File: config.mk
export PLATFORM = sky130hd
export DESIGN_NAME = mips_multi_cycle_controller_flat
export DESIGN_NICKNAME = d
export VERILOG_FILES = /design/src/rtl/mips_multi_cycle_controller_if.sv /design/src/rtl/mips_multi_cycle_controller.sv /design/src/flat_wrapper.sv
export SDC_FILE = /design/constraint.sdc
export NUM_CORES = 1
export LEC_CHECK = 0
export CAP_MARGIN = 30
export CORE_MARGIN = 10
export CORE_UTILIZATION = 41
export DETAILED_ROUTE_END_ITERATION = 8
export PLACE_DENSITY_LB_ADDON = 0.25
export SLEW_MARGIN = 40
export SYNTH_ARGS = -nofsm -noshare
export SYNTH_HDL_FRONTEND = slang
export SYNTH_SLANG_ARGS = --single-unit
File: constraint.sdc
create_clock -name clk -period 3.6 [get_ports clk]
set_input_delay 0.54 -clock clk [delete_from_list [all_inputs] [get_ports clk]]
set_output_delay 0.54 -clock clk [all_outputs]
set_load 0.05 [all_outputs]
File: src/rtl/mips_multi_cycle_controller_if.sv
// rtl/mips_multi_cycle_controller_if.sv - control bundle between the MIPS sequencer and its datapath
interface mips_multi_cycle_controller_if;
  logic [5:0] opcode;
  logic [5:0] func;
  logic       zero;
  logic       mem_ready;
  logic       mem_read;
  logic       mem_write;
  logic       i_or_d;
  logic       ir_write;
  logic       pc_write;
  logic       pc_write_cond;
  logic [1:0] pc_src;
  logic       alu_src_a;
  logic [1:0] alu_src_b;
  logic [2:0] alu_ctrl;
  logic [1:0] reg_dst;
  logic [1:0] mem_to_reg;
  logic       reg_write;
  logic       instr_done;
  logic [3:0] state;

  modport master (
    input  opcode, func, zero, mem_ready,
    output mem_read, mem_write, i_or_d, ir_write, pc_write, pc_write_cond, pc_src,
           alu_src_a, alu_src_b, alu_ctrl, reg_dst, mem_to_reg, reg_write, instr_done, state
  );

  modport slave (
    output opcode, func, zero, mem_ready,
    input  mem_read, mem_write, i_or_d, ir_write, pc_write, pc_write_cond, pc_src,
           alu_src_a, alu_src_b, alu_ctrl, reg_dst, mem_to_reg, reg_write, instr_done, state
  );
endinterface

File: src/rtl/mips_multi_cycle_controller.sv
// rtl/mips_multi_cycle_controller.sv - multi-cycle MIPS sequencer driving datapath selects and strobes
module mips_multi_cycle_controller (
  input logic                          clk,
  input logic                          rst,
  mips_multi_cycle_controller_if.master bus
);
  localparam logic [3:0] S_IDLE    = 4'd0;
  localparam logic [3:0] S_FETCH   = 4'd1;
  localparam logic [3:0] S_DECODE  = 4'd2;
  localparam logic [3:0] S_MEM_ADR = 4'd3;
  localparam logic [3:0] S_MEM_RD  = 4'd4;
  localparam logic [3:0] S_MEM_WB  = 4'd5;
  localparam logic [3:0] S_MEM_WR  = 4'd6;
  localparam logic [3:0] S_R_EX    = 4'd7;
  localparam logic [3:0] S_R_WB    = 4'd8;
  localparam logic [3:0] S_BEQ     = 4'd9;
  localparam logic [3:0] S_I_EX    = 4'd10;
  localparam logic [3:0] S_I_WB    = 4'd11;
  localparam logic [3:0] S_JUMP    = 4'd12;
  localparam logic [3:0] S_JAL     = 4'd13;
  localparam logic [3:0] S_JR      = 4'd14;

  localparam logic [5:0] OP_RTYPE = 6'b000000;
  localparam logic [5:0] OP_LW    = 6'b100011;
  localparam logic [5:0] OP_SW    = 6'b101011;
  localparam logic [5:0] OP_BEQ   = 6'b000100;
  localparam logic [5:0] OP_ADDI  = 6'b001000;
  localparam logic [5:0] OP_SLTI  = 6'b001010;
  localparam logic [5:0] OP_J     = 6'b000010;
  localparam logic [5:0] OP_JAL   = 6'b000011;
  localparam logic [5:0] FN_JR    = 6'b001000;

  localparam logic [2:0] ALU_ADD = 3'b010;
  localparam logic [2:0] ALU_SUB = 3'b110;
  localparam logic [2:0] ALU_AND = 3'b000;
  localparam logic [2:0] ALU_OR  = 3'b001;
  localparam logic [2:0] ALU_SLT = 3'b111;

  logic [3:0] state_q;
  logic [3:0] state_d;
  logic       op_legal;
  logic [2:0] r_alu_ctrl;

  // Zero is consumed by the datapath together with pc_write_cond.
  logic unused_zero;
  assign unused_zero = bus.zero;

  always_ff @(posedge clk or negedge rst) begin
    if (!rst) state_q <= S_IDLE;
    else      state_q <= state_d;
  end

  assign bus.state = state_q;

  always_comb begin
    case (bus.opcode)
      OP_RTYPE, OP_LW, OP_SW, OP_BEQ, OP_ADDI, OP_SLTI, OP_J, OP_JAL: op_legal = 1'b1;
      default:                                                        op_legal = 1'b0;
    endcase
  end

  always_comb begin
    case (bus.func)
      6'b100000: r_alu_ctrl = ALU_ADD;
      6'b100010: r_alu_ctrl = ALU_SUB;
      6'b100100: r_alu_ctrl = ALU_AND;
      6'b100101: r_alu_ctrl = ALU_OR;
      6'b101010: r_alu_ctrl = ALU_SLT;
      default:   r_alu_ctrl = ALU_ADD;
    endcase
  end

  always_comb begin
    state_d = S_IDLE;
    case (state_q)
      S_IDLE:    state_d = S_FETCH;
      S_FETCH:   state_d = bus.mem_ready ? S_DECODE : S_FETCH;
      S_DECODE: begin
        case (bus.opcode)
          OP_LW, OP_SW:     state_d = S_MEM_ADR;
          OP_RTYPE:         state_d = (bus.func == FN_JR) ? S_JR : S_R_EX;
          OP_BEQ:           state_d = S_BEQ;
          OP_ADDI, OP_SLTI: state_d = S_I_EX;
          OP_J:             state_d = S_JUMP;
          OP_JAL:           state_d = S_JAL;
          default:          state_d = S_FETCH;
        endcase
      end
      S_MEM_ADR: state_d = (bus.opcode == OP_SW) ? S_MEM_WR : S_MEM_RD;
      S_MEM_RD:  state_d = bus.mem_ready ? S_MEM_WB : S_MEM_RD;
      S_MEM_WB:  state_d = S_FETCH;
      S_MEM_WR:  state_d = bus.mem_ready ? S_FETCH : S_MEM_WR;
      S_R_EX:    state_d = S_R_WB;
      S_R_WB:    state_d = S_FETCH;
      S_BEQ:     state_d = S_FETCH;
      S_I_EX:    state_d = S_I_WB;
      S_I_WB:    state_d = S_FETCH;
      S_JUMP:    state_d = S_FETCH;
      S_JAL:     state_d = S_FETCH;
      S_JR:      state_d = S_FETCH;
      default:   state_d = S_IDLE;
    endcase
  end

  // Moore decode; only the FETCH loads, MEM_WR/DECODE completion and EX alu_ctrl look at inputs.
  always_comb begin
    bus.mem_read      = 1'b0;
    bus.mem_write     = 1'b0;
    bus.i_or_d        = 1'b0;
    bus.ir_write      = 1'b0;
    bus.pc_write      = 1'b0;
    bus.pc_write_cond = 1'b0;
    bus.pc_src        = 2'b00;
    bus.alu_src_a     = 1'b0;
    bus.alu_src_b     = 2'b00;
    bus.alu_ctrl      = ALU_ADD;
    bus.reg_dst       = 2'b00;
    bus.mem_to_reg    = 2'b00;
    bus.reg_write     = 1'b0;
    bus.instr_done    = 1'b0;
    case (state_q)
      S_FETCH: begin
        bus.mem_read  = 1'b1;
        bus.alu_src_b = 2'b01;
        bus.ir_write  = bus.mem_ready;
        bus.pc_write  = bus.mem_ready;
      end
      S_DECODE: begin
        bus.alu_src_b  = 2'b11;
        bus.instr_done = ~op_legal;
      end
      S_MEM_ADR: begin
        bus.alu_src_a = 1'b1;
        bus.alu_src_b = 2'b10;
      end
      S_MEM_RD: begin
        bus.mem_read = 1'b1;
        bus.i_or_d   = 1'b1;
      end
      S_MEM_WB: begin
        bus.mem_to_reg = 2'b01;
        bus.reg_write  = 1'b1;
        bus.instr_done = 1'b1;
      end
      S_MEM_WR: begin
        bus.mem_write  = 1'b1;
        bus.i_or_d     = 1'b1;
        bus.instr_done = bus.mem_ready;
      end
      S_R_EX: begin
        bus.alu_src_a = 1'b1;
        bus.alu_ctrl  = r_alu_ctrl;
      end
      S_R_WB: begin
        bus.reg_dst    = 2'b01;
        bus.reg_write  = 1'b1;
        bus.instr_done = 1'b1;
      end
      S_BEQ: begin
        bus.alu_src_a     = 1'b1;
        bus.alu_ctrl      = ALU_SUB;
        bus.pc_write_cond = 1'b1;
        bus.pc_src        = 2'b01;
        bus.instr_done    = 1'b1;
      end
      S_I_EX: begin
        bus.alu_src_a = 1'b1;
        bus.alu_src_b = 2'b10;
        bus.alu_ctrl  = (bus.opcode == OP_SLTI) ? ALU_SLT : ALU_ADD;
      end
      S_I_WB: begin
        bus.reg_write  = 1'b1;
        bus.instr_done = 1'b1;
      end
      S_JUMP: begin
        bus.pc_write   = 1'b1;
        bus.pc_src     = 2'b10;
        bus.instr_done = 1'b1;
      end
      S_JAL: begin
        bus.reg_dst    = 2'b10;
        bus.mem_to_reg = 2'b10;
        bus.reg_write  = 1'b1;
        bus.pc_write   = 1'b1;
        bus.pc_src     = 2'b10;
        bus.instr_done = 1'b1;
      end
      S_JR: begin
        bus.pc_write   = 1'b1;
        bus.pc_src     = 2'b11;
        bus.instr_done = 1'b1;
      end
      default: ;
    endcase
  end
endmodule

File: src/flat_wrapper.sv
// flat-port wrapper written by rule: the top's interface ports become plain ports
module mips_multi_cycle_controller_flat 
  (clk, rst, bus_opcode, bus_func, bus_zero, bus_mem_ready, bus_mem_read, bus_mem_write, bus_i_or_d, bus_ir_write, bus_pc_write, bus_pc_write_cond, bus_pc_src, bus_alu_src_a, bus_alu_src_b, bus_alu_ctrl, bus_reg_dst, bus_mem_to_reg, bus_reg_write, bus_instr_done, bus_state);
  mips_multi_cycle_controller_if bus_i ();
  input logic clk;
  input logic rst;
  input wire logic [$bits(bus_i.opcode)-1:0] bus_opcode;
  input wire logic [$bits(bus_i.func)-1:0] bus_func;
  input wire logic [$bits(bus_i.zero)-1:0] bus_zero;
  input wire logic [$bits(bus_i.mem_ready)-1:0] bus_mem_ready;
  output wire logic [$bits(bus_i.mem_read)-1:0] bus_mem_read;
  output wire logic [$bits(bus_i.mem_write)-1:0] bus_mem_write;
  output wire logic [$bits(bus_i.i_or_d)-1:0] bus_i_or_d;
  output wire logic [$bits(bus_i.ir_write)-1:0] bus_ir_write;
  output wire logic [$bits(bus_i.pc_write)-1:0] bus_pc_write;
  output wire logic [$bits(bus_i.pc_write_cond)-1:0] bus_pc_write_cond;
  output wire logic [$bits(bus_i.pc_src)-1:0] bus_pc_src;
  output wire logic [$bits(bus_i.alu_src_a)-1:0] bus_alu_src_a;
  output wire logic [$bits(bus_i.alu_src_b)-1:0] bus_alu_src_b;
  output wire logic [$bits(bus_i.alu_ctrl)-1:0] bus_alu_ctrl;
  output wire logic [$bits(bus_i.reg_dst)-1:0] bus_reg_dst;
  output wire logic [$bits(bus_i.mem_to_reg)-1:0] bus_mem_to_reg;
  output wire logic [$bits(bus_i.reg_write)-1:0] bus_reg_write;
  output wire logic [$bits(bus_i.instr_done)-1:0] bus_instr_done;
  output wire logic [$bits(bus_i.state)-1:0] bus_state;
  assign bus_i.opcode = bus_opcode;
  assign bus_i.func = bus_func;
  assign bus_i.zero = bus_zero;
  assign bus_i.mem_ready = bus_mem_ready;
  assign bus_mem_read = bus_i.mem_read;
  assign bus_mem_write = bus_i.mem_write;
  assign bus_i_or_d = bus_i.i_or_d;
  assign bus_ir_write = bus_i.ir_write;
  assign bus_pc_write = bus_i.pc_write;
  assign bus_pc_write_cond = bus_i.pc_write_cond;
  assign bus_pc_src = bus_i.pc_src;
  assign bus_alu_src_a = bus_i.alu_src_a;
  assign bus_alu_src_b = bus_i.alu_src_b;
  assign bus_alu_ctrl = bus_i.alu_ctrl;
  assign bus_reg_dst = bus_i.reg_dst;
  assign bus_mem_to_reg = bus_i.mem_to_reg;
  assign bus_reg_write = bus_i.reg_write;
  assign bus_instr_done = bus_i.instr_done;
  assign bus_state = bus_i.state;
  mips_multi_cycle_controller u_core (.clk(clk), .rst(rst), .bus(bus_i));
endmodule
---- Yosys cells after proc, flatten, opt, wreduce, memory -nomap -nowiden ----
Cells that the tools add are included.
Widths: inputs -> output; s select.
cells by class
  equality and inequality tests ........... 26
  muxes and demuxes ....................... 24
  bitwise logic cells ..................... 1
  reduce and logical (&&, ||, !) cells .... 14
operators by type and width
  operator            number
  $eq 6x6->1 const B  6
  $pmux 4 s8          1
  $eq 4x4->1 const B  7
  $pmux 4 s6          1
  $eq 6x4->1 const B  3
  $eq 4x3->1 const B  4
  $reduce_or 8->1     2
  $eq 6x2->1 const B  2
  $pmux 2 s3          2
  $pmux 3 s4          1
  $reduce_or 2->1     6
  $mux 1              9
  $pmux 3 s3          1
  $eq 4x2->1 const B  2
  $pmux 2 s2          2
  $reduce_or 4->1     2
  $reduce_or 7->1     1
  $eq 6x3->1 const B  1
  $logic_not 6->1     1
  $mux 3              2
  $eq 4x1->1 const B  1
  $logic_not 4->1     1
  $mux 2              2
  $mux 4              1
  4 further kinds     4
storage, ports and cells
  flip-flop bits (word level) ............. 4
  input bits .............................. 16
  logic and storage cells ................. 66

---- Logic depth before layout (Yosys ltp) ----
Gate-level depths: netlist (run 1).
  depth in word-level cells ............... 5
  depth in mapped cells ................... 7
  gate-level depth less buffers ........... 5

---- Worst setup path after synthesis (run 1) ----
OpenSTA, ideal clock, no wires.
  path type ............................... register to output
  from .................................... register u_core.state_q[3], in the netlist u_core.bus.state[3]
  to ...................................... output bus_pc_write
  data arrival time ....................... 2546 ps
  data required time ...................... 3060 ps
  slack ................................... 514 ps
  cell stages (with the launch flop) ...... 6
  cells stage by stage .................... dfrtp_1 -> buf_2 -> clkbuf_1 -> nand2_1 -> a21oi_1 -> or2_1
on the way
  word-level cells in the longest chain between the ends .. 3
  elaborated cells between the ends (all ways) .. 6
  classes of those cells .................. eq/ne: 4; mux: 1; reduce/logical: 1
ends and longest elaborated chain
  item                       line                                RTL
  from (decl)                mips_multi_cycle_controller.sv:39   logic [3:0] state_q;
  from (signal assigned)     mips_multi_cycle_controller.sv:50   else state_q <= state_d;
  $eq 4x4->1                 mips_multi_cycle_controller.sv:121  case (state_q)
  $reduce_or 3->1 (no line)  -
  $pmux 1 s2 (*)             mips_multi_cycle_controller.sv:121
  to (decl)                  flat_wrapper.sv:15                  output wire logic [$bits(bus_i.pc_write)-1:0] bus_pc_write;
Mark *: on every way between the ends. The rest lies on a longest branch, timed or not.

---- Final worst setup path (run 1) ----
  from .................................... register u_core.state_q[2], in the netlist u_core.bus.state[2]
  to ...................................... output bus_alu_ctrl[2]
on the way
  word-level cells in the longest chain between the ends .. 2
  elaborated cells between the ends (all ways) .. 4
  classes of those cells .................. eq/ne: 3; mux: 1
ends and longest elaborated chain
  item                                             line                                RTL
  $eq 4x4->1 / $eq 4x3->1 (equally long branches)  mips_multi_cycle_controller.sv:121
  $pmux 3 s3 (*)                                   mips_multi_cycle_controller.sv:121
  to (decl)                                        flat_wrapper.sv:20                  output wire logic [$bits(bus_i.alu_ctrl)-1:0] bus_alu_ctrl;
Marked as above.

==> results by stage, run 1 <==
Synth:
- The largest total area in the synthesized netlist belongs to sky130_fd_sc_hd__dfrtp_1.
- The post-synthesis cell area is around 730 µm².
- In this run the mean area of a mapped cell was between 6 and 7 µm².
- Synthesis produced a netlist whose cell count is 110.
- The most frequently used cell type in the post-synthesis netlist is sky130_fd_sc_hd__nor2_1.
- The synthesized netlist net count is roughly 130.
- The part of the Yosys area used for sequential elements is 0.1377.
- Of the post-synthesis cell area, the dominant cell type holds 0.1377.
- The warning count from the yosys run is 0.
- Counting flops with a built-in enable in the synthesized netlist gives 0.
- The main flop type after synthesis is sky130_fd_sc_hd__dfrtp_1.
- After synthesis the netlist holds a flip-flop and latch count of 4.
- After synthesis, the cell types taking the most area are sky130_fd_sc_hd__dfrtp_1 (14%), sky130_fd_sc_hd__nor2_1 (9.3%), sky130_fd_sc_hd__nand2b_1 (7.7%).
- By count the netlist is led by sky130_fd_sc_hd__nor2_1 (18), sky130_fd_sc_hd__a21oi_1 (11), sky130_fd_sc_hd__nand2_1 (10).
- In the synthesized netlist the async set-or-reset flop fraction comes to 1.000.
- The synthesized netlist contains 40 unique library cells.

Critical path:
- The number of cells on the worst reg-to-reg path is 3.
- The biggest fanout along the worst timing path is 19.
- The critical path crosses 5 cells after its start point.
- The buffering stage count on the worst path with inverters included is 1.
- The nature of the critical path endpoint is a primary output.
- The critical path is of the reg2out type.
- The worst setup path is launched from a flop.
- The worst setup path startpoint is u_core.bus.state[2].
- For the worst setup path, the data required time is slightly above 3 ns.
- The cell with the largest stage delay on the worst path is sky130_fd_sc_hd__clkdlybuf4s50_1.
- For this run, the slowest stage of the critical path takes about 0.8 ns.
- The startpoint of the worst-slack reg-to-reg timing path is u_core.bus.state[2].
- Walking the worst path, the cells encountered are nand2b_1, nor4b_2, a31oi_1, nand2_1, clkdlybuf4s50_1.
- The top cell family by delay on the critical path is buffers and inverters.
- For the worst setup path, the data arrival time is between 2 and 3 ns.

Timing:
- Summed over all failing endpoints, the final setup total negative slack is 0 ns.
- Setup repair after global routing left no endpoint under its margin.
- The count of final hold-check violations is 0.
- The total count of max-transition violations in the final report came to 0.
- The clock skew after layout is approximately 0.0015 ns.
- The relative slew slack is 0.6299.
- For the pin with the worst max-slew slack, the measured transition is approximately 0.56 ns.
- The maximum operating frequency is approximately 320 MHz.
- The worst path meets setup with ~0.52 ns of slack.
- Setup violations remaining at the end of the flow were counted as 0.
- The smallest clock period supported by the final layout is computed as roughly 3.1 ns.
- Dividing the final minimum period by the clock period gives 0.8550.

Route:
- Detailed routing inserted a total of between 900 and 1000 vias.
- The pre-antenna-repair detailed-routing pass consisted of 4 iterations.
- The aggregate routed wire length is roughly 2500 µm.
- Once detail routing completed, the nets flagged for antenna violations numbered 0.
- For this block, the initial DRC count from the detailed router was 26.
- The routed length per placed instance is roughly 15 µm.
- In the routed design, unresolved DRC markers number 0.
- In the routed layout, each cell is associated on average with a via count of approximately 5.4.

Power:
- For this design the ratio of total power to cell area is 858.2 nW/µm².
- The leakage power of the design is slightly above 0.4 nW.
- Across the VDD grid, the largest voltage drop is roughly 0.00064 V.

Clocking:
- The longest clock path from root to sink contains 2 buffers.
- The number of cells upsized or downsized after cts is 0.
- In this run, post-CTS hold repair placed 0 buffers.
- The post-CTS setup-driven buffer insertion count is 0.
- Clock latency on the worst-skew pair, taken at its later pin, is roughly 0.24 ns.
- The number of buffers created by CTS is 3.
- In this run the number of H-tree levels came out at 1.
- The clock tree root buffer cell is sky130_fd_sc_hd__clkbuf_4.
- The tree built by TritonCTS fans out to 4 sinks.
- TritonCTS built the clock tree.
- After clock tree synthesis, the clock-pin slew on the worst setup and hold paths is 0.04 ns.

Floorplan:
- The starting utilization of the core area is 0.4256.
- The floorplan core area is around 1700 µm².
- The placement row count is 15.
- The overall die area is 3857 µm².
- The overall die width is between 60 and 70 µm.
- For this design the top-level I/O count stands at 40.
- The floorplan die height is between 60 and 70 µm.

Flow run:
- The number of max-capacitance violations reported is 0.

Place:
- The count of input and output buffers is 38.
- The detailed placement HPWL is 1925 µm.
- The post-detailed-placement cell area is 1090 µm².
- The cell count after placement is ~160.
- The worst-case setup slack after placement is approximately 0.63 ns.
- The routability congestion estimate is roughly 0.82.

Global route:
- The global-route total usage across every layer is 0.1252.
- The global-route wire length before repair is 4181 µm.
- After global routing the overflow that remains totals 0.
- The initial antenna violation count is 0.
- Entering global routing, the biggest net connects 20 pins.
- The via count of the first global-routing pass came to 883.

Layout:
- The register with the most flip-flops in the layout has 4 of them.
- Of the cells placed in the final design, the portion with a size suffix greater than 1 is 0.09155.
- Measured on the finished design, the core utilization comes to 0.6513.
- The area growth from synthesis to layout is 53.01%.
- The count of placed standard cells in the final layout, fillers left out is ~170.
- The antenna cell count is 0.
- The net count of the finished layout is 160.
- The finished cells cover ~1100 µm².

Run status:
- The flow ran to the end, and the final reports show no timing, DRC or antenna violations.

Min path:
- The tightest min-delay check is of the in2async type.
==> power by group <==
part,internal (W),total (W),switching [W]
registers,0.0000621,0.000142,0.0000795
logic,0.000266,0.000755,0.000489
clock network,0.0000374,0.0000575,0.0000201
total,0.000366,0.000955,0.000589
==> cells in the final DEF (no fill, tap or decap), types with 2 or more instances in the layout <==
master,instances
sky130_fd_sc_hd__dfrtp_1,4
sky130_fd_sc_hd__nor3b_1,2
sky130_fd_sc_hd__clkdlybuf4s50_1,37
sky130_fd_sc_hd__or3_1,2
sky130_fd_sc_hd__o21ai_1,5
sky130_fd_sc_hd__nor4b_2,2
sky130_fd_sc_hd__a32o_1,2
sky130_fd_sc_hd__clkbuf_4,3
sky130_fd_sc_hd__a21oi_1,11
sky130_fd_sc_hd__nand2_1,10
sky130_fd_sc_hd__nor4_1,2
sky130_fd_sc_hd__nor3_1,4
sky130_fd_sc_hd__nand3_1,4
sky130_fd_sc_hd__a31oi_1,2
sky130_fd_sc_hd__nor2b_2,2
sky130_fd_sc_hd__buf_4,2
sky130_fd_sc_hd__nor2_1,18
sky130_fd_sc_hd__nand4_1,2
sky130_fd_sc_hd__nand2b_1,9
==> final cells by class <==
| class | count | area, µm² |
|---|---|---|
| inverter | 2 | 7.507 |
| multi-input combinational | 94 | 565.5 |
| clock buffer | 3 | 22.52 |
| sequential | 4 | 100.1 |
| tap | 25 | 31.28 |
| fill | 157 | 595.6 |
| timing repair buffer | 39 | 385.4 |
==> worst register-to-register path, delay by kind of cell (launching register included) <==
family	cells	cell delay (ns)
flip-flops	1	0.67
AO/OA/AOI/OAI	1	0.13
AND/OR/NAND/NOR	2	0.73
==> metal layers <==
metal	global-route usage	wire length (µm)
met1	0.1538	1133
met3	0.05197	202
met2	0.1936	1165
met4	0.03429	0
met5	0	0
==> kinds of logic (layout without fill, tap and decap cells) <==
group | count (synthesis) | count (layout) | synth area share
mux | 1 | 1 | 0.01377
compound gates | 30 | 30 | 0.2823
buf+inv | 12 | 44 | 0.08433
flops | 4 | 4 | 0.1377
simple gates | 63 | 63 | 0.4819
==> through the flow <==
step / power, W / hold slack (ns)
after floorplan: 0.0006659 / 0.2444
after global placement: 0.0008935 / 0.7491
after detailed placement: 0.0008951 / 0.7595
after CTS: 0.0009585 / 0.5079
after global routing: 0.001019 / 0.5247
final: 0.0009546 / 0.5113
==> path summary, 6_finish.rpt <==
kind | slack, ns | to
hold reg to reg | 0.80 | u_core.bus.state[2]
hold / removal | 0.51 | u_core.bus.state[0]
min in group clk | 0.80 | u_core.bus.state[2]
max in group asynchronous | 2.91 | u_core.bus.state[2]
setup / recovery | 0.52 | bus_alu_ctrl[2]
setup reg to reg | 1.94 | u_core.bus.state[0]
Power figures use the tool's default switching activity.
==> run 2, diff against run 1 <==
- CORE_UTILIZATION: 41 -> 38
- clock period: 3.6 -> 3 ns (I/O delays scaled with it)
==> results by stage, run 2 (synthesis results as in run 1) <==
Run status:
- The flow ran to the end, and the final reports show no timing, DRC or antenna violations.

Min path:
- The worst hold path belongs to the class in2async.

Route:
- The aggregate routed wire length is 2591 µm.
- Dividing the detail-routed wire length by the instance count gives roughly 15 µm.
- For this block, the via count after detailed routing is ~930.
- The pre-antenna-repair detailed-routing pass consisted of 4 iterations.
- The via-per-instance ratio is ~5.5.
- The count of routing violations after the opening detailed-route iteration is 26.
- The final routed DRC violation total is 0.
- Once detail routing completed, the nets flagged for antenna violations numbered 0.

Timing:
- Headroom to the max-slew limit came out at 0.6513.
- The final critical path time including I/O delays and setup is roughly 2.7 ns.
- Clock skew on the completed layout was measured at between 0.002 and 0.003 ns.
- The count of final hold-check violations came to 0.
- The final sum of negative setup slack is 0 ns.
- For the pin with the worst max-slew slack, the measured transition is between 0.5 and 0.6 ns.
- Setup violations remaining at the end of the flow were counted as 0.
- The total count of max-transition violations in the final report came to 0.
- Setup repair after global routing left no endpoint under its margin.
- The post-route clock period utilization is 0.9154.
- For this run, the top clock speed supported by timing is roughly 360 MHz.

Layout:
- The net count of the finished layout is between 150 and 200.
- The area growth from synthesis to layout is 57.14%.
- The antenna cell count is 0.
- The final-layout fill cell count is between 150 and 200.
- Leaving out fill and tap cells, the most frequent cell in the layout is sky130_fd_sc_hd__clkdlybuf4s50_1.
- The layout cell share with drive strength beyond 1 is 0.1241.
- The footprint of the multi-input gates is between 500 and 600 µm².
- The flip-flop count of the largest register, all copies and words added is 4.
- The sequential cells in the finished layout cover a total of 100.1 µm².
- Leaving out fill and tap cells, the most frequent cells in the layout are sky130_fd_sc_hd__clkdlybuf4s50_1 (35), sky130_fd_sc_hd__nor2_1 (18), sky130_fd_sc_hd__a21oi_1 (11).
- Once layout is complete, the cells apart from fillers number 170.

Floorplan:
- The floorplan die height is between 60 and 70 µm.
- The placement row count is 15.
- The overall die width is between 60 and 70 µm.
- The floorplan step defined a die boundary enclosing just over 4000 µm².
- Pin placement for this block handled 40 I/O pins.
- The floorplan step defined a core boundary enclosing 1764 µm².
- The starting utilization of the core area is 0.4121.

Clocking:
- The clock passes through at most 2 buffers.
- For this design, the CTS-stage hold fixing added 0 buffers.
- Clock tree synthesis selected as its root buffer the cell sky130_fd_sc_hd__clkbuf_4.
- The later pin in the worst-skew pair is clocked with a latency of 0.24 ns.
- The number of buffers created by CTS is 3.
- The number of setup buffers added after CTS is 0.
- CTS saw 4 sinks.
- TritonCTS built the clock tree.
- The clock transition at the register clock pins on the worst setup and hold paths after CTS is around 0.040 ns.
- Gates resized during post-CTS repair numbered 0.
- In this run the number of H-tree levels came out at 1.

Global route:
- The first global-routing pass estimated ~4300 µm of wire.
- The total global routing overflow is 0.
- The initial antenna violation count came to 0.
- The largest net degree at the start of global routing is 19.
- In the global route stage, overall resource usage came out at 0.1254.
- The via count of the first global-routing pass is between 900 and 1000.

Critical path:
- The type of the setup path with the least slack is reg2out.
- Along the worst path, the maximum fanout reaches 12.
- The worst setup path is captured at a primary output.
- In this run the register-to-register setup slack is about 1.4 ns.
- Data on the critical path arrives at its endpoint at between 2 and 2.5 ns.
- In this run the worst setup path begins at u_core.bus.state[0].
- The startpoint of the worst-slack reg-to-reg timing path is u_core.bus.state[1].
- The depth of the worst register-to-register path is 5.
- STA classifies the critical path startpoint as a flop.
- In this run the critical register-to-register path is captured at u_core.bus.state[0].
- For the worst setup path, the data required time is roughly 2.6 ns.

Flow run:
- Across the run, the number of max-cap violations was 0.

Power:
- In this run the static leakage power is between 0.4 and 0.5 nW.
- The maximum vdd ir drop is ~0.00072 V.
- The power per cell area is 1060 nW/µm².

Place:
- The wire-length estimate of the detail-placed layout is 2081 µm.
- The congestion estimate from routability-driven global placement came to a little over 0.8.
- Counting tap cells, the placed design contains a total of around 170 instances.
- Port buffering added 38 buffers.
[run 2: cell types whose count changed in the layout (fill, tap and decap cells not counted), sizes merged]
| cell | previous run | this run |
|---|---|---|
| clkdlybuf4s50 | 37 | 35 |
| buf | 2 | 7 |
[run 2: how the worst max path moves through the flow]
stage	end
2_1_floorplan	bus_pc_write
3_3_place_gp	bus_instr_done
3_5_place_dp	bus_instr_done
4_1_cts	bus_pc_write
5_1_grt	bus_pc_write
6_report	bus_pc_write
[run 2: cell type report]
class | instances | area share
sequential | 4 | 0.08762
inverter | 2 | 0.006572
timing repair buffer | 42 | 0.3636
tap | 25 | 0.02738
clock buffer | 3 | 0.01972
multi-input combinational | 94 | 0.4951
[run 2: routing by layer]
metal / GRT usage / share of wire
met1: 0.1438 / 0.44
met2: 0.2085 / 0.48
met3: 0.04878 / 0.075
met4: 0.04098 / 0.0050
met5: 0 / 0
[run 2: where the power goes]
part	switching, W	internal [W]
clock	0.0000236	0.0000448
combinational	0.000658	0.000368
sequential	0.0000414	0.0000757
total	0.000723	0.000488
[run 2: per-stage QoR]
step | util | cell area, µm² | power (W) | hold slack (ns) | setup WS, ns
after floorplan | - | 726.9 | 0.0007991 | 0.1544 | 0.004485
after global placement | 0.6348 | 1120 | 0.001134 | 0.6576 | 0.3417
after detailed placement | 0.6348 | 1120 | 0.001145 | 0.6709 | 0.3198
after CTS | 0.6475 | 1142 | 0.001221 | 0.4120 | 0.2283
after global routing | 0.6475 | 1142 | 0.001284 | 0.4128 | 0.09070
final | 0.6475 | 1142 | 0.001211 | 0.4124 | 0.2537
[run 2: worst max-delay path, cell delays in order, from the launching register on]
cell	delay [ns]
sky130_fd_sc_hd__dfrtp_1	0.56
sky130_fd_sc_hd__nand2b_1	0.26
sky130_fd_sc_hd__nor3_1	0.19
sky130_fd_sc_hd__nand2_1	0.09
sky130_fd_sc_hd__inv_1	0.07
sky130_fd_sc_hd__or2_1	0.10
sky130_fd_sc_hd__clkdlybuf4s50_1	0.80
==> run 3, diff against run 2 <==
- ABC_CLOCK_PERIOD_IN_PS: unset -> 3000
==> results of run 3 <==
No change in the layout: final DEF, timing and power equal those of run 2.
